<file path="config.mk">
export PLATFORM = sky130hd
export DESIGN_NAME = pixel_pack_128
export DESIGN_NICKNAME = d
export VERILOG_FILES = /design/src/rtl/pixel_pack_128_pkg.sv /design/src/rtl/pix_packer_4to1.sv /design/src/rtl/pixel_pack_128.sv
export SDC_FILE = /design/constraint.sdc
export NUM_CORES = 1
export LEC_CHECK = 0
export ABC_AREA = 1
export CAP_MARGIN = 5
export CORE_ASPECT_RATIO = 1.1
export CORE_MARGIN = 3
export CORE_UTILIZATION = 59
export DETAILED_ROUTE_END_ITERATION = 16
export GPL_TIMING_DRIVEN = 0
export PLACE_DENSITY_LB_ADDON = 0.3
export SLEW_MARGIN = 20
export SYNTH_ARGS = -nofsm -noshare
export SYNTH_HDL_FRONTEND = slang
export SYNTH_SLANG_ARGS = --single-unit
</file>
<file path="constraint.sdc">
create_clock -name clk_i -period 4 [get_ports clk_i]
set_input_delay 0.6 -clock clk_i [delete_from_list [all_inputs] [get_ports clk_i]]
set_output_delay 0.6 -clock clk_i [all_outputs]
set_load 0.05 [all_outputs]
</file>
<file path="src/rtl/pixel_pack_128_pkg.sv">
// Shared types and constants for the 24-bit RGB to 128-bit word packer.
// Latency: n/a (declarations only).
// Backpressure: n/a (declarations only).
package pixel_pack_128_pkg;

  localparam int         PIX_PER_WORD = 4;
  localparam logic [7:0] PAD_BYTE     = 8'h00;
  localparam int         FRAME_CNT_W  = 16;
  localparam int         PIX_W        = 24;
  localparam int         LANE_W       = 32;
  localparam int         WORD_W       = PIX_PER_WORD * LANE_W;

  typedef enum logic [1:0] {
    S_SKIP   = 2'd0,
    S_ARM    = 2'd1,
    S_ACTIVE = 2'd2
  } state_t;

  // One pixel occupies one 32-bit lane, RGB in the low 24 bits.
  function automatic logic [LANE_W-1:0] widen_pix(input logic [PIX_W-1:0] pix);
    return {PAD_BYTE, pix};
  endfunction

endpackage

</file>
<file path="src/rtl/pix_packer_4to1.sv">
// Collects four widened pixels into one 128-bit word; flush emits a zero-padded partial word.
// Latency: word is presented the cycle after its 4th pixel (or the cycle after flush_i).
// Backpressure: none; the consumer must accept every wr_en_o pulse.
//
// Ports:
//   clk_i, rst_n_i  clock, synchronous active-low reset
//   clr_i           drop any partially assembled word (highest priority)
//   pix_vld_i/pix_i one pixel per asserted cycle
//   flush_i         emit the partial word, if any, zero-padded
//   wr_en_o/data_o  one-cycle write strobe; data_o holds between strobes
module pix_packer_4to1
  import pixel_pack_128_pkg::*;
(
  input  logic              clk_i,
  input  logic              rst_n_i,
  input  logic              clr_i,
  input  logic              pix_vld_i,
  input  logic [PIX_W-1:0]  pix_i,
  input  logic              flush_i,
  output logic              wr_en_o,
  output logic [WORD_W-1:0] data_o
);

  localparam int CNT_W = $clog2(PIX_PER_WORD);
  localparam int ACC_W = (PIX_PER_WORD - 1) * LANE_W;

  logic [CNT_W-1:0]  r_cnt;
  logic [ACC_W-1:0]  r_acc;
  logic [WORD_W-1:0] r_data;
  logic              r_wr_en;

  logic              w_last;
  logic [WORD_W-1:0] w_flush_word;

  assign w_last = (r_cnt == CNT_W'(PIX_PER_WORD - 1));

  // Pixels enter at the top of the accumulator and shift down, so the first
  // pixel of a word lands in lane 0. A partial word is realigned by shifting
  // out the lanes that were never filled; the vacated top lanes read as zero.
  assign w_flush_word = {LANE_W'(0), r_acc} >> (LANE_W * (PIX_PER_WORD - 1 - int'(r_cnt)));

  always_ff @(posedge clk_i) begin
    if (!rst_n_i) begin
      r_cnt   <= '0;
      r_acc   <= '0;
      r_data  <= '0;
      r_wr_en <= 1'b0;
    end else begin
      r_wr_en <= 1'b0;
      if (clr_i) begin
        r_cnt <= '0;
        r_acc <= '0;
      end else if (pix_vld_i) begin
        if (w_last) begin
          r_data  <= {widen_pix(pix_i), r_acc};
          r_wr_en <= 1'b1;
          r_cnt   <= '0;
          r_acc   <= '0;
        end else begin
          r_acc <= {widen_pix(pix_i), r_acc[ACC_W-1:LANE_W]};
          r_cnt <= r_cnt + CNT_W'(1);
        end
      end else if (flush_i && (r_cnt != '0)) begin
        r_data  <= w_flush_word;
        r_wr_en <= 1'b1;
        r_cnt   <= '0;
        r_acc   <= '0;
      end
    end
  end

  assign wr_en_o = r_wr_en;
  assign data_o  = r_data;

endmodule

</file>
<file path="src/rtl/pixel_pack_128.sv">
// Frame-aware packer: skips settling frames, then packs each line into 128-bit words.
// Latency: write strobe one cycle after the 4th pixel of a word, or one cycle after de_i falls for a partial word.
// Backpressure: none; pk_wr_en_o must be consumed every pulse.
//
// Ports:
//   clk_i, rst_n_i     pixel clock, synchronous active-low reset
//   fs_i, de_i, rgb_i  frame sync (rising edge), pixel valid, 24-bit RGB pixel
//   pk_fs_o            one-cycle pulse per accepted frame start
//   pk_wr_en_o/data_o  packed word strobe and data (data holds between strobes)
//   pk_line_end_o      pulses with the last word of a line
//   frame_cnt_o        completed frames (wrapping); err_o sticky framing error
module pixel_pack_128
  import pixel_pack_128_pkg::*;
#(
  parameter int H_CNT       = 1280,
  parameter int V_CNT       = 720,
  parameter int SKIP_FRAMES = 10
) (
  input  logic                   clk_i,
  input  logic                   rst_n_i,
  input  logic                   fs_i,
  input  logic                   de_i,
  input  logic [PIX_W-1:0]       rgb_i,
  output logic                   pk_fs_o,
  output logic                   pk_wr_en_o,
  output logic [WORD_W-1:0]      pk_data_o,
  output logic                   pk_line_end_o,
  output logic [FRAME_CNT_W-1:0] frame_cnt_o,
  output logic                   err_o
);

  localparam int PIX_CNT_W  = $clog2(H_CNT + 1);
  localparam int LINE_CNT_W = $clog2(V_CNT + 1);
  localparam int LANE_SEL_W = $clog2(PIX_PER_WORD);

  localparam logic [PIX_CNT_W-1:0]  H_MAX     = PIX_CNT_W'(H_CNT);
  localparam logic [PIX_CNT_W-1:0]  H_LAST    = PIX_CNT_W'(H_CNT - 1);
  localparam logic [LINE_CNT_W-1:0] V_MAX     = LINE_CNT_W'(V_CNT);
  localparam logic [LINE_CNT_W-1:0] V_LAST    = LINE_CNT_W'(V_CNT - 1);
  localparam logic [7:0]            SKIP_LAST = 8'(SKIP_FRAMES - 1);
  localparam state_t                RST_STATE = (SKIP_FRAMES == 0) ? S_ARM : S_SKIP;

  state_t                   r_state;
  state_t                   w_state_nxt;
  logic                     r_fs_d;
  logic                     r_de_d;
  logic [7:0]               r_skip_cnt;
  logic [PIX_CNT_W-1:0]     r_pix_cnt;
  logic [LINE_CNT_W-1:0]    r_line_cnt;
  logic [FRAME_CNT_W-1:0]   r_frame_cnt;
  logic                     r_err;
  logic                     r_pk_fs;
  logic                     r_line_end;

  logic w_fs_rise;
  logic w_pk_fs_nxt;
  logic w_take;
  logic w_frame_done;
  logic w_line_full;
  logic w_pix_acc;
  logic w_pix_drop;
  logic w_eol;
  logic w_flush;
  logic w_line_last;
  logic w_abort;
  logic w_len_err;
  logic w_frame_end;

  assign w_fs_rise = fs_i & ~r_fs_d;

  // Line traffic is only looked at in S_ACTIVE, and never on a frame-sync
  // cycle: the sync wins and any pixel presented with it is dropped.
  assign w_take       = (r_state == S_ACTIVE) & ~w_fs_rise;
  assign w_frame_done = (r_line_cnt == V_MAX);
  assign w_line_full  = (r_pix_cnt == H_MAX);
  assign w_pix_acc    = w_take & de_i & ~w_frame_done & ~w_line_full;
  assign w_pix_drop   = w_take & de_i & (w_frame_done | w_line_full);
  assign w_eol        = w_take & r_de_d & ~de_i;
  assign w_flush      = w_eol & (r_pix_cnt[LANE_SEL_W-1:0] != '0);
  assign w_line_last  = w_pix_acc & (r_pix_cnt == H_LAST);
  assign w_len_err    = w_eol & (r_pix_cnt != H_MAX);
  assign w_frame_end  = w_eol & ~w_frame_done & (r_line_cnt == V_LAST);
  assign w_abort      = (r_state == S_ACTIVE) & w_fs_rise & (r_line_cnt != '0) & ~w_frame_done;

  always_comb begin
    w_state_nxt = r_state;
    w_pk_fs_nxt = 1'b0;
    unique case (r_state)
      S_SKIP: begin
        if (w_fs_rise && (r_skip_cnt == SKIP_LAST)) w_state_nxt = S_ARM;
      end
      S_ARM: begin
        if (w_fs_rise) begin
          w_state_nxt = S_ACTIVE;
          w_pk_fs_nxt = 1'b1;
        end
      end
      S_ACTIVE: begin
        // Every sync restarts the frame, clean or not.
        w_pk_fs_nxt = w_fs_rise;
      end
      default: w_state_nxt = RST_STATE;
    endcase
  end

  always_ff @(posedge clk_i) begin
    if (!rst_n_i) begin
      r_state     <= RST_STATE;
      r_fs_d      <= 1'b0;
      r_de_d      <= 1'b0;
      r_skip_cnt  <= '0;
      r_pix_cnt   <= '0;
      r_line_cnt  <= '0;
      r_frame_cnt <= '0;
      r_err       <= 1'b0;
      r_pk_fs     <= 1'b0;
      r_line_end  <= 1'b0;
    end else begin
      r_state    <= w_state_nxt;
      r_fs_d     <= fs_i;
      // Only de_i seen during active line traffic can produce a line end, so a
      // de_i already high when the frame starts does not count as a line.
      r_de_d     <= w_take & de_i;
      r_pk_fs    <= w_pk_fs_nxt;
      r_line_end <= w_line_last | w_flush;

      if ((r_state == S_SKIP) && w_fs_rise) r_skip_cnt <= r_skip_cnt + 8'd1;

      if (w_fs_rise || w_eol) r_pix_cnt <= '0;
      else if (w_pix_acc)     r_pix_cnt <= r_pix_cnt + PIX_CNT_W'(1);

      // Saturates at V_CNT so surplus lines cannot disturb the next sync check.
      if (w_fs_rise)                      r_line_cnt <= '0;
      else if (w_eol && !w_frame_done)    r_line_cnt <= r_line_cnt + LINE_CNT_W'(1);

      if (w_frame_end) r_frame_cnt <= r_frame_cnt + FRAME_CNT_W'(1);

      if (w_abort || w_pix_drop || w_len_err) r_err <= 1'b1;
    end
  end

  pix_packer_4to1 u_packer (
    .clk_i     (clk_i),
    .rst_n_i   (rst_n_i),
    .clr_i     (w_fs_rise),
    .pix_vld_i (w_pix_acc),
    .pix_i     (rgb_i),
    .flush_i   (w_flush),
    .wr_en_o   (pk_wr_en_o),
    .data_o    (pk_data_o)
  );

  assign pk_fs_o       = r_pk_fs;
  assign pk_line_end_o = r_line_end;
  assign frame_cnt_o   = r_frame_cnt;
  assign err_o         = r_err;

endmodule

</file>
* Word-level counts from Yosys, hierarchy flattened
Index checks and enable logic that the tools add are counted.
** Cells by class
- $add $sub $neg :: 6
- Eq/ne operators :: 12
- Shifts and indexed selects :: 1
- Multiplexer cells :: 17
- Bitwise operators :: 25
- Reduce and logical (&&, ||, !) cells :: 17
** Operator list (count)
- $mux 128 :: 3
- $mux 96 :: 2
- $shr 96x32->128 :: 1
- $mux 88 :: 1
- $eq 11x11->1 const B :: 2
- $eq 10x10->1 const B :: 2
- $add 16x1->16 const B :: 1
- $and 1x1->1 :: 16
- $add 11x1->11 const B :: 1
- $ne 11x11->1 const B :: 1
- $add 10x1->10 const B :: 1
- $mux 2 :: 5
- $reduce_bool 10->1 :: 1
- $add 8x1->8 const B :: 1
- $eq 8x4->1 const B :: 1
- $not 1->1 :: 7
- $pmux 2 s3 :: 1
- $reduce_and 3->1 :: 2
- $reduce_bool 2->1 :: 3
- $eq 2x2->1 const B :: 2
- $logic_and 1x1->1 :: 4
- $mux 1 :: 4
- $ne 2x2->1 const B :: 2
- $reduce_or 2->1 :: 2
- other kinds (9) :: 12
** Storage, ports and cells
- Bits in registers :: 279
- Input port bits :: 28
- Word-level logic and storage cells :: 92

* Logic depth before layout (Yosys ltp)
Gate-level depths: netlist of run 1.
- Depth in word-level cells :: 10
- Depth in mapped cells :: 13
- Mapped depth without buffers :: 11

* Modules after synthesis
Synthesis of run 1 repeated with hierarchy kept, for this count alone.
** Unflattened totals
- Cells, all modules :: 1730
- Area, all modules :: 11157.0 um2
** Modules (own cells, without submodules)
- pix_packer_4to1 :: instances 1, cells each 1262, area an instance 8090.3 um2, sequential area each 3423.3 um2
- pixel_pack_128 :: instances 1, cells each 468, area an instance 3066.7 um2, sequential area each 1041.0 um2

* Least setup slack after synthesis of run 1
Ideal clock, no wire load.
- Path kind :: reg2reg
- From :: register r_frame_cnt[0], in the netlist frame_cnt_o[0]
- To :: register r_frame_cnt[10], in the netlist frame_cnt_o[10]
- Data arrival time :: 1789 ps
- Required time :: 3868 ps
- Slack :: 2079 ps
- Cell stages (with the launch flop) :: 9
- Buffers on the path :: 0
- Period minus slack after synthesis :: 1921 ps
- Cell sequence :: dfxtp_1 > ha_1 > nand2_1 > nor3_1 > nand2_1 > o21ai_0 > nand2_1 > nand2_1 > a21oi_1
** Between the ends
- Cells in the longest elaborated chain, start to end :: 1
** Ends and longest elaborated chain
- start: declaration :: RTL line pixel_pack_128.sv:50 : logic [FRAME_CNT_W-1:0] r_frame_cnt;
- start signal: assignment :: RTL line pixel_pack_128.sv:136 : if (w_frame_end) r_frame_cnt <= r_frame_cnt + FRAME_CNT_W'(1);
- $add 16x1->16 :: RTL line pixel_pack_128.sv:136
Every way passes these cells.
A chain may end at the register's enable or synchronous reset.

* Worst setup path in the final report of run 1
- From :: register u_packer.r_cnt[0]
- To :: register u_packer.r_data[0], in the netlist u_packer.data_o[0]
** Between the ends
- Cells in the longest elaborated chain, start to end :: 4
- Elaborated cells between the ends (all ways) :: 10
- Classes of those cells :: add/sub (1); eq/ne (2); shift (1); mux (2); reduce/logical (4)
** Ends and longest elaborated chain
- start: declaration :: RTL line pix_packer_4to1.sv:27 : logic [CNT_W-1:0] r_cnt;
- start signal: assignment :: RTL line pix_packer_4to1.sv:61 : r_cnt <= r_cnt + CNT_W'(1);
- $sub 2x2->3 or $reduce_bool 2->1 (tied branches) :: RTL line pix_packer_4to1.sv:40, pix_packer_4to1.sv:63
- $shr 96x32->128 or $logic_and 1x1->1 (tied branches) :: RTL line pix_packer_4to1.sv:40, pix_packer_4to1.sv:63
- $mux 128 or $reduce_bool 2->1 (tied branches)
- $mux 128 or $reduce_and 3->1 (tied branches)
- end signal: assignment :: RTL line pix_packer_4to1.sv:55 : r_data <= {widen_pix(pix_i), r_acc};
- end signal: assignment :: RTL line pix_packer_4to1.sv:64 : r_data <= w_flush_word;
- end: declaration :: RTL line pix_packer_4to1.sv:29 : logic [WORD_W-1:0] r_data;
Parallel ways exist; a longest one is shown, timed or not. The select of a mux whose other input is x is not followed.

==> metrics.txt, run 1 <==
# TYPE chip_impl_metric gauge
chip_impl_info{name="hold_end",value="u_packer.r_acc[9]"} 1
chip_impl_metric{name="gp_congestion",unit=""} 0.971
chip_impl_metric{name="synthArstFlopShare",unit=""} 0
chip_impl_info{name="start_kind",value="flop"} 1
chip_impl_metric{name="cts_buffer_depth",unit=""} 3
chip_impl_metric{name="cap_viol_max_count",unit=""} 0
chip_impl_metric{name="fmax",unit="MHz"} 376
chip_impl_metric{name="cts-hold-fix-buffers",unit=""} 0
chip_impl_metric{name="dieWidth",unit="um"} 139
chip_impl_metric{name="postSynthCellCount",unit=""} 1831
chip_impl_metric{name="first_global_vias",unit=""} 11000
chip_impl_metric{name="grt_use_met3",unit=""} 0.0405
chip_impl_info{name="cts_root_buffer",value="sky130_fd_sc_hd__clkbuf_16"} 1
chip_impl_metric{name="io_pins",unit=""} 176
chip_impl_metric{name="postSynthRegisterBits",unit=""} 223
chip_impl_metric{name="slew-limit-headroom",unit=""} 0.522
chip_impl_info{name="yosys.area.top_type",value="sky130_fd_sc_hd__dfxtp_1"} 1
chip_impl_metric{name="power_report.internal_total",unit="W"} 0.00408
chip_impl_info{name="worstSetupEndpointType",value="flop"} 1
chip_impl_metric{name="p_seq_frac",unit=""} 0.398
chip_impl_metric{name="layout-area-overhead-vs-synth",unit="%"} 22.6
chip_impl_metric{name="timing.hold.worst_path_depth",unit=""} 2
chip_impl_metric{name="timing.reg2reg.setup_slack",unit="ns"} 1.34
chip_impl_info{name="rr_endpoint",value="u_packer.data_o[0]"} 1
chip_impl_metric{name="power.ir.vdd_worst",unit="V"} 0.000352
chip_impl_metric{name="nFillCells",unit=""} 1566
chip_impl_metric{name="final.period_utilization",unit=""} 0.665
chip_impl_metric{name="setup_slack",unit="ns"} 1.34
chip_impl_metric{name="timing_worst_slew_pin_value",unit="ns"} 0.718
chip_impl_metric{name="antenna-diode-count",unit=""} 0
chip_impl_metric{name="drt_wl_total",unit="um"} 34300
chip_impl_metric{name="post-dp-hpwl",unit="um"} 25300
chip_impl_metric{name="number_of_buffers_inserted_during_clock_tree_synthesis",unit=""} 23
chip_impl_metric{name="clk_pin_slew_worst_paths",unit="ns"} 0.06
chip_impl_metric{name="detailedRoute.firstPassIterationCount",unit=""} 8
chip_impl_metric{name="place_ws",unit="ns"} 1.29
chip_impl_metric{name="cts_repair_resize_count",unit=""} 0
chip_impl_metric{name="global_route.usage.met2",unit=""} 0.525
chip_impl_metric{name="cp_max_fo",unit=""} 10
chip_impl_metric{name="use_met1",unit=""} 0.381
chip_impl_info{name="global_route.peak_usage_layer",value="met2"} 1
chip_impl_metric{name="die_h",unit="um"} 152
chip_impl_metric{name="grt_use_total",unit=""} 0.309
chip_impl_metric{name="setup_buffers_after_cts",unit=""} 0
chip_impl_metric{name="antenna_violations_before_repair",unit=""} 0
chip_impl_info{name="rsz_0062_raised_after_global_routing",value="no"} 1
chip_impl_metric{name="core",unit="um^2"} 18800
chip_impl_metric{name="switching_share",unit=""} 0.328
chip_impl_metric{name="cellLeakagePower",unit="nW"} 6.04
chip_impl_metric{name="share_comb_of_total_power",unit=""} 0.243
chip_impl_metric{name="synthesis.yosys.warnings",unit=""} 0
chip_impl_metric{name="power.density",unit="nW/um^2"} 431
chip_impl_info{name="hold_start",value="u_packer.r_acc[9]"} 1
chip_impl_metric{name="htreeDepth",unit=""} 1
chip_impl_metric{name="fin_skew",unit="ns"} 0.00868
chip_impl_metric{name="grt_first_pass_wirelength",unit="um"} 54900
chip_impl_metric{name="floorplan.die_area",unit="um^2"} 21200
chip_impl_metric{name="gr-total-overflow",unit=""} 0
chip_impl_info{name="crit_type",value="reg2reg"} 1
chip_impl_metric{name="grt_max_degree",unit=""} 14
chip_impl_metric{name="post-route-min-period",unit="ns"} 2.66
chip_impl_metric{name="synth_edf_count",unit=""} 0
chip_impl_metric{name="yosysSeqAreaShare",unit=""} 0.388
chip_impl_metric{name="timing.final.max_slew_violations",unit=""} 0
chip_impl_metric{name="design.final.nets",unit=""} 2070
chip_impl_metric{name="antenna_violating_nets_post_route",unit=""} 0
chip_impl_metric{name="yosysTopAreaCellShare",unit=""} 0.388
chip_impl_info{name="yosys.cell_count.top_type",value="sky130_fd_sc_hd__nand2_1"} 1
chip_impl_info{name="netlist_top_cells_area",value="sky130_fd_sc_hd__dfxtp_1 39%, sky130_fd_sc_hd__nand2_1 20%, sky130_fd_sc_hd__nor2_1 8.4%"} 1
chip_impl_metric{name="layout.core_utilization",unit=""} 0.750
chip_impl_metric{name="route.detailed.vias_per_inst",unit=""} 5.25
chip_impl_metric{name="clock_power_share",unit=""} 0.359
chip_impl_metric{name="ys_types",unit=""} 32
chip_impl_metric{name="power",unit="W"} 0.00608
chip_impl_metric{name="final-setup-viol-count",unit=""} 0
chip_impl_metric{name="effective_utilization_at_floorplan",unit=""} 0.612
chip_impl_metric{name="clock-sinks",unit=""} 223
chip_impl_info{name="tritoncts",value="built"} 1
chip_impl_metric{name="post_route_cells_drive_above_1_share",unit=""} 0.0656
chip_impl_metric{name="postSynthAreaPerCell",unit="um^2"} 6.29
chip_impl_metric{name="final.hold.worst_slack",unit="ns"} 0.460
chip_impl_metric{name="portBuffers",unit=""} 142
chip_impl_metric{name="clkLatencyLatePin",unit="ns"} 0.51
chip_impl_metric{name="avgRoutedWirePerCell",unit="um"} 15.0
chip_impl_info{name="critical_path.reg2reg.startpoint",value="u_packer.r_cnt[0]"} 1
chip_impl_metric{name="finalSetupTns",unit="ns"} 0
chip_impl_info{name="run_status",value="completed"} 1
chip_impl_metric{name="final_hold_viol_count",unit=""} 0
chip_impl_metric{name="initialDrtViolationCount",unit=""} 1165
chip_impl_metric{name="cp_data_arrival_time",unit="ns"} 3.06
chip_impl_metric{name="reg2reg_depth",unit=""} 11
chip_impl_info{name="hold_path_class",value="reg2reg"} 1
chip_impl_metric{name="route.vias.total",unit=""} 12000
chip_impl_info{name="ys_top_cells_by_count",value="615 x sky130_fd_sc_hd__nand2_1, 259 x sky130_fd_sc_hd__nor2_1, 223 x sky130_fd_sc_hd__dfxtp_1, 204 x sky130_fd_sc_hd__inv_1, 139 x sky130_fd_sc_hd__a21oi_1"} 1
chip_impl_metric{name="syn_area",unit="um^2"} 11500
chip_impl_metric{name="power.net_switching",unit="W"} 0.00200
chip_impl_info{name="synth-main-ff-cell",value="sky130_fd_sc_hd__dfxtp_1"} 1
chip_impl_metric{name="remaining_drc_errors",unit=""} 0
chip_impl_metric{name="critical_path_required",unit="ns"} 4.40
chip_impl_metric{name="row_count",unit=""} 52
sequential cells by signal, summed over array words and instances (netlist names):
name / cells
r_de_d: 1
pk_line_end_o: 1
r_line_cnt: 10
frame_cnt_o: 16
u_packer.r_acc: 72
r_pix_cnt: 11
err_o: 1
pk_fs_o: 1
u_packer.wr_en_o: 1
r_state: 2
r_fs_d: 1
u_packer.r_cnt: 2
r_skip_cnt: 8
u_packer.data_o: 96
stage by stage:
| stage | area (um^2) | std cells |
|---|---|---|
| CTS | 14100 | 2286 |
| finish | 14100 | 2286 |
| floorplan | 11600 | 1862 |
| global route | 14100 | 2286 |
| detailed placement | 13400 | 2247 |
| global placement | 13400 | 2247 |
cells in the final DEF, fill, tap and decap left out, drive strengths merged:
cell / count
o31ai: 19
a211oi: 2
nand3: 76
nand4: 10
dfxtp: 223
xor2: 10
o21ai: 79
nand2: 621
inv: 208
clkdlybuf4s50: 142
clkinv: 5
clkinvlp: 1
ha: 13
nand3b: 2
o211ai: 1
xnor2: 5
buf: 84
or2: 2
nor2: 263
conb: 32
nor3: 20
clkbuf: 83
a21oi: 140
bufinv: 2
layout make-up:
class	count	area, um^2	share of cell area
plain buffers	135	756	0.0536
clock buffers	32	669	0.0474
clock inverters	7	91.3	0.00647
inverters	209	785	0.0556
multi-input cells	1295	5620	0.398
flip-flops and latches	223	4460	0.316
well taps	243	304	0.0215
repair buffers	142	1420	0.101
routing by layer:
layer / up-vias / wire (um) / part of all wire
li1: 5969 / - / -
met1: 5332 / 13400 / 0.39
met2: 570 / 16200 / 0.47
met3: 140 / 2720 / 0.079
met4: 0 / 2000 / 0.058
met5: - / 0 / 0
power groups by stage:
stage / Sequential, W / Clock, W / Combinational [W]
global placement: 0.00246 / 0 / 0.00143
floorplan: 0.00279 / 0 / 0.000696
CTS: 0.00242 / 0.00219 / 0.00147
finish: 0.00242 / 0.00218 / 0.00148
global route: 0.00243 / 0.00229 / 0.00159
detailed placement: 0.00247 / 0 / 0.00145
worst max-delay path by stage:
stage,startpoint,to,slack (ns),cells past startpoint
final,u_packer.r_cnt[0],u_packer.data_o[0],1.34,11
after global routing,u_packer.r_cnt[0],u_packer.data_o[67],1.26,11
after CTS,u_packer.r_cnt[0],u_packer.data_o[0],1.42,11
after floorplan,frame_cnt_o[0],frame_cnt_o[10],2.08,8
after detailed placement,fs_i,u_packer.data_o[0],1.29,11
after global placement,fs_i,u_packer.data_o[21],1.32,10
worst max-delay path, cell delays in order (launching register included):
cell and delay, ns:
sky130_fd_sc_hd__dfxtp_1 0.42, sky130_fd_sc_hd__inv_1 0.11, sky130_fd_sc_hd__buf_2 0.20, sky130_fd_sc_hd__clkbuf_1 0.26
sky130_fd_sc_hd__ha_1 0.29, sky130_fd_sc_hd__nand3b_1 0.27, sky130_fd_sc_hd__nand2_2 0.16, sky130_fd_sc_hd__nand2_4 0.15
sky130_fd_sc_hd__buf_6 0.21, sky130_fd_sc_hd__buf_4 0.18, sky130_fd_sc_hd__nor2_1 0.19, sky130_fd_sc_hd__nor2_1 0.08
cell families after synthesis:
family,synth area share
AO/OA/AOI/OAI,0.110
other,0.000326
XOR/XNOR,0.0114
adder cells (fa/ha/maj),0.0141
flip-flops,0.388
buffers and inverters,0.134
AND/OR/NAND/NOR,0.342
(Power assumes the default switching activity.)
==> run 2, diff against run 1 <==
CORE_UTILIZATION = 49   (was 59)
clock period = 2.2 ns   (was 4 ns; I/O delays follow)
==> run 2 against run 1 <==
Clock skew increased by 0.0048 ns; total power increased by 85%; wire length shrank 0.32%; sequential cell count is the same; combinational power up 80%; cell area rose by 1.5%; sequential share of layout area decreased by 0.41 points.
==> metrics.txt, run 2 (synthesis gave the netlist of run 1 again) <==
# TYPE chip_impl_metric gauge
chip_impl_info{name="run_status",value="completed"} 1
chip_impl_info{name="path_delay_family",value="buffers and inverters"} 1
chip_impl_metric{name="timing.final.max_slew_violations",unit=""} 0
chip_impl_metric{name="fin_skew",unit="ns"} 0.0135
chip_impl_metric{name="grt_use_total",unit=""} 0.255
chip_impl_metric{name="drt_wl_total",unit="um"} 34200
chip_impl_info{name="mostFrequentLayoutCells",value="614 x sky130_fd_sc_hd__nand2_1, 256 x sky130_fd_sc_hd__nor2_1, 220 x sky130_fd_sc_hd__dfxtp_1"} 1
chip_impl_metric{name="initialDrtViolationCount",unit=""} 739
chip_impl_metric{name="floorplan.die_area",unit="um^2"} 25400
chip_impl_metric{name="grt_max_degree",unit=""} 20
chip_impl_metric{name="number_of_buffers_inserted_during_clock_tree_synthesis",unit=""} 25
chip_impl_metric{name="timing_worst_slew_pin_value",unit="ns"} 0.749
chip_impl_metric{name="remaining_drc_errors",unit=""} 0
chip_impl_metric{name="power.ir.vdd_worst",unit="V"} 0.000623
chip_impl_info{name="cpMaxStageDelayCell",value="sky130_fd_sc_hd__clkdlybuf4s50_1"} 1
chip_impl_metric{name="post_route_cells_drive_above_1_share",unit=""} 0.0718
chip_impl_metric{name="finalSetupTns",unit="ns"} 0
chip_impl_info{name="layout_commonest_cell",value="sky130_fd_sc_hd__nand2_1"} 1
chip_impl_info{name="tritoncts",value="built"} 1
chip_impl_metric{name="avgRoutedWirePerCell",unit="um"} 14.6
chip_impl_metric{name="post_dp_cell_area",unit="um^2"} 13400
chip_impl_metric{name="clk_pin_slew_worst_paths",unit="ns"} 0.06
chip_impl_metric{name="power.density",unit="nW/um^2"} 787
chip_impl_metric{name="place_ws",unit="ns"} -0.396
chip_impl_info{name="rsz_0062_raised_after_global_routing",value="yes"} 1
chip_impl_info{name="crit_type",value="reg2out"} 1
chip_impl_metric{name="route.detailed.vias_per_inst",unit=""} 5.03
chip_impl_metric{name="final.period_utilization",unit=""} 0.980
chip_impl_metric{name="final.hold.worst_slack",unit="ns"} 0.380
chip_impl_metric{name="io_pins",unit=""} 176
chip_impl_metric{name="core",unit="um^2"} 23000
chip_impl_metric{name="cp_data_arrival_time",unit="ns"} 1.83
chip_impl_metric{name="largest_reg_flops",unit=""} 96
chip_impl_metric{name="post-route-min-period",unit="ns"} 2.16
chip_impl_metric{name="row_count",unit=""} 58
chip_impl_metric{name="gp_congestion",unit=""} 0.956
chip_impl_info{name="worstSetupEndpointType",value="primary output"} 1
chip_impl_metric{name="cap_viol_max_count",unit=""} 0
chip_impl_metric{name="effective_utilization_at_floorplan",unit=""} 0.500
chip_impl_metric{name="antenna_violating_nets_post_route",unit=""} 0
chip_impl_metric{name="final-setup-viol-count",unit=""} 0
chip_impl_metric{name="critical_path_required",unit="ns"} 1.87
chip_impl_metric{name="final_hold_viol_count",unit=""} 0
chip_impl_metric{name="antenna-diode-count",unit=""} 0
chip_impl_metric{name="layout-area-overhead-vs-synth",unit="%"} 24.4
chip_impl_metric{name="fmax",unit="MHz"} 464
chip_impl_metric{name="post-dp-hpwl",unit="um"} 25600
chip_impl_metric{name="design.final.nets",unit=""} 2072
chip_impl_metric{name="clock-sinks",unit=""} 223
chip_impl_metric{name="route.vias.total",unit=""} 11800
chip_impl_metric{name="gr-total-overflow",unit=""} 0
chip_impl_metric{name="detailedRoute.firstPassIterationCount",unit=""} 7
chip_impl_metric{name="worst-path-buf-inv",unit=""} 1
chip_impl_metric{name="clkLatencyLatePin",unit="ns"} 0.52
chip_impl_metric{name="cp_max_fo",unit=""} 5
chip_impl_metric{name="power",unit="W"} 0.0113
chip_impl_metric{name="dieWidth",unit="um"} 152
chip_impl_metric{name="first_global_vias",unit=""} 10900
chip_impl_metric{name="setup_slack",unit="ns"} 0.0447
chip_impl_metric{name="nFillCells",unit=""} 2162
chip_impl_metric{name="htreeDepth",unit=""} 1
chip_impl_metric{name="die_h",unit="um"} 167
chip_impl_metric{name="slew-limit-headroom",unit=""} 0.501
chip_impl_info{name="critical_path.cell_chain",value="clkdlybuf4s50_1"} 1
chip_impl_metric{name="antenna_violations_before_repair",unit=""} 0
chip_impl_metric{name="cellLeakagePower",unit="nW"} 6.17
chip_impl_metric{name="grt_first_pass_wirelength",unit="um"} 54300
chip_impl_metric{name="portBuffers",unit=""} 142
chip_impl_metric{name="post-route-cell-area",unit="um^2"} 14300
chip_impl_metric{name="cts_buffer_depth",unit=""} 3
chip_impl_info{name="start_kind",value="flop"} 1
chip_impl_info{name="cts_root_buffer",value="sky130_fd_sc_hd__clkbuf_16"} 1
chip_impl_info{name="hold_path_class",value="in2reg"} 1
chip_impl_metric{name="critPathMaxStageDelay",unit="ns"} 0.86
==> run 2: changes by cell type in the layout (fill, tap and decap cells not counted), moves of 3 or more <==
cell | before | now
sky130_fd_sc_hd__buf_2 | 25 | 20
sky130_fd_sc_hd__buf_4 | 52 | 55
sky130_fd_sc_hd__clkbuf_4 | 0 | 3
sky130_fd_sc_hd__clkbuf_8 | 6 | 3
sky130_fd_sc_hd__clkdlybuf4s50_1 | 142 | 139
sky130_fd_sc_hd__dfxtp_1 | 223 | 220
sky130_fd_sc_hd__dlymetal6s2s_1 | 0 | 3
sky130_fd_sc_hd__nor2_1 | 259 | 256
==> run 2: report_power, final <==
group | leakage [nW] | switching (W) | internal (W)
clock | 0.405 | 0.00165 | 0.00254
combinational | 3.96 | 0.00185 | 0.000820
sequential | 1.80 | 0.000135 | 0.00426
total | 6.17 | 0.00364 | 0.00763
==> run 2: tightest hold or removal path: stages <==
cell                              delay [ns]
sky130_fd_sc_hd__clkdlybuf4s50_1        0.43
sky130_fd_sc_hd__nand2_1                0.07
sky130_fd_sc_hd__inv_1                  0.03
==> run 2: layout make-up <==
| class | instances | area (um^2) | area share |
|---|---|---|---|
| Clock buffer | 35 | 693 | 0.0484 |
| Multi-Input combinational cell | 1295 | 5650 | 0.394 |
| Inverter | 209 | 785 | 0.0548 |
| Tap cell | 300 | 375 | 0.0262 |
| Buffer | 132 | 767 | 0.0536 |
| Timing Repair Buffer | 145 | 1450 | 0.101 |
| Clock inverter | 9 | 128 | 0.00891 |
| Sequential cell | 223 | 4470 | 0.312 |
==> run 2: worst paths after layout <==
check	start	end	slack [ns]	depth (start not counted)
max reg2reg	u_packer.r_cnt[0]	u_packer.data_o[0]	0.05	10
min	fs_i	r_fs_d	0.38	3
min reg2reg	u_packer.r_acc[7]	u_packer.r_acc[7]	0.46	2
max	frame_cnt_o[12]	frame_cnt_o[12]	0.04	1
==> run 2: what timing repair did <==
item	in CTS	in global routing
setup endpoints to repair	168	156
gates resized for setup	3	23
hold endpoints to repair	0	0
pin swaps	0	5
setup buffers	0	3
hold buffers	0	0
==> run 2: metal layers <==
| metal | up-vias | share of wire | track usage |
|---|---|---|---|
| met5 | - | 0 | 0 |
| met4 | 0 | 0.051 | 0.115 |
| met3 | 115 | 0.063 | 0.0351 |
| met2 | 438 | 0.48 | 0.455 |
| met1 | 5283 | 0.40 | 0.305 |
| li1 | 5964 | - | - |
==> run 2: per-stage QoR <==
step	util	cells
floorplan	-	1862
global placement	0.583	2304
detailed placement	0.583	2304
CTS	0.619	2345
global route	0.622	2348
finish	0.622	2348
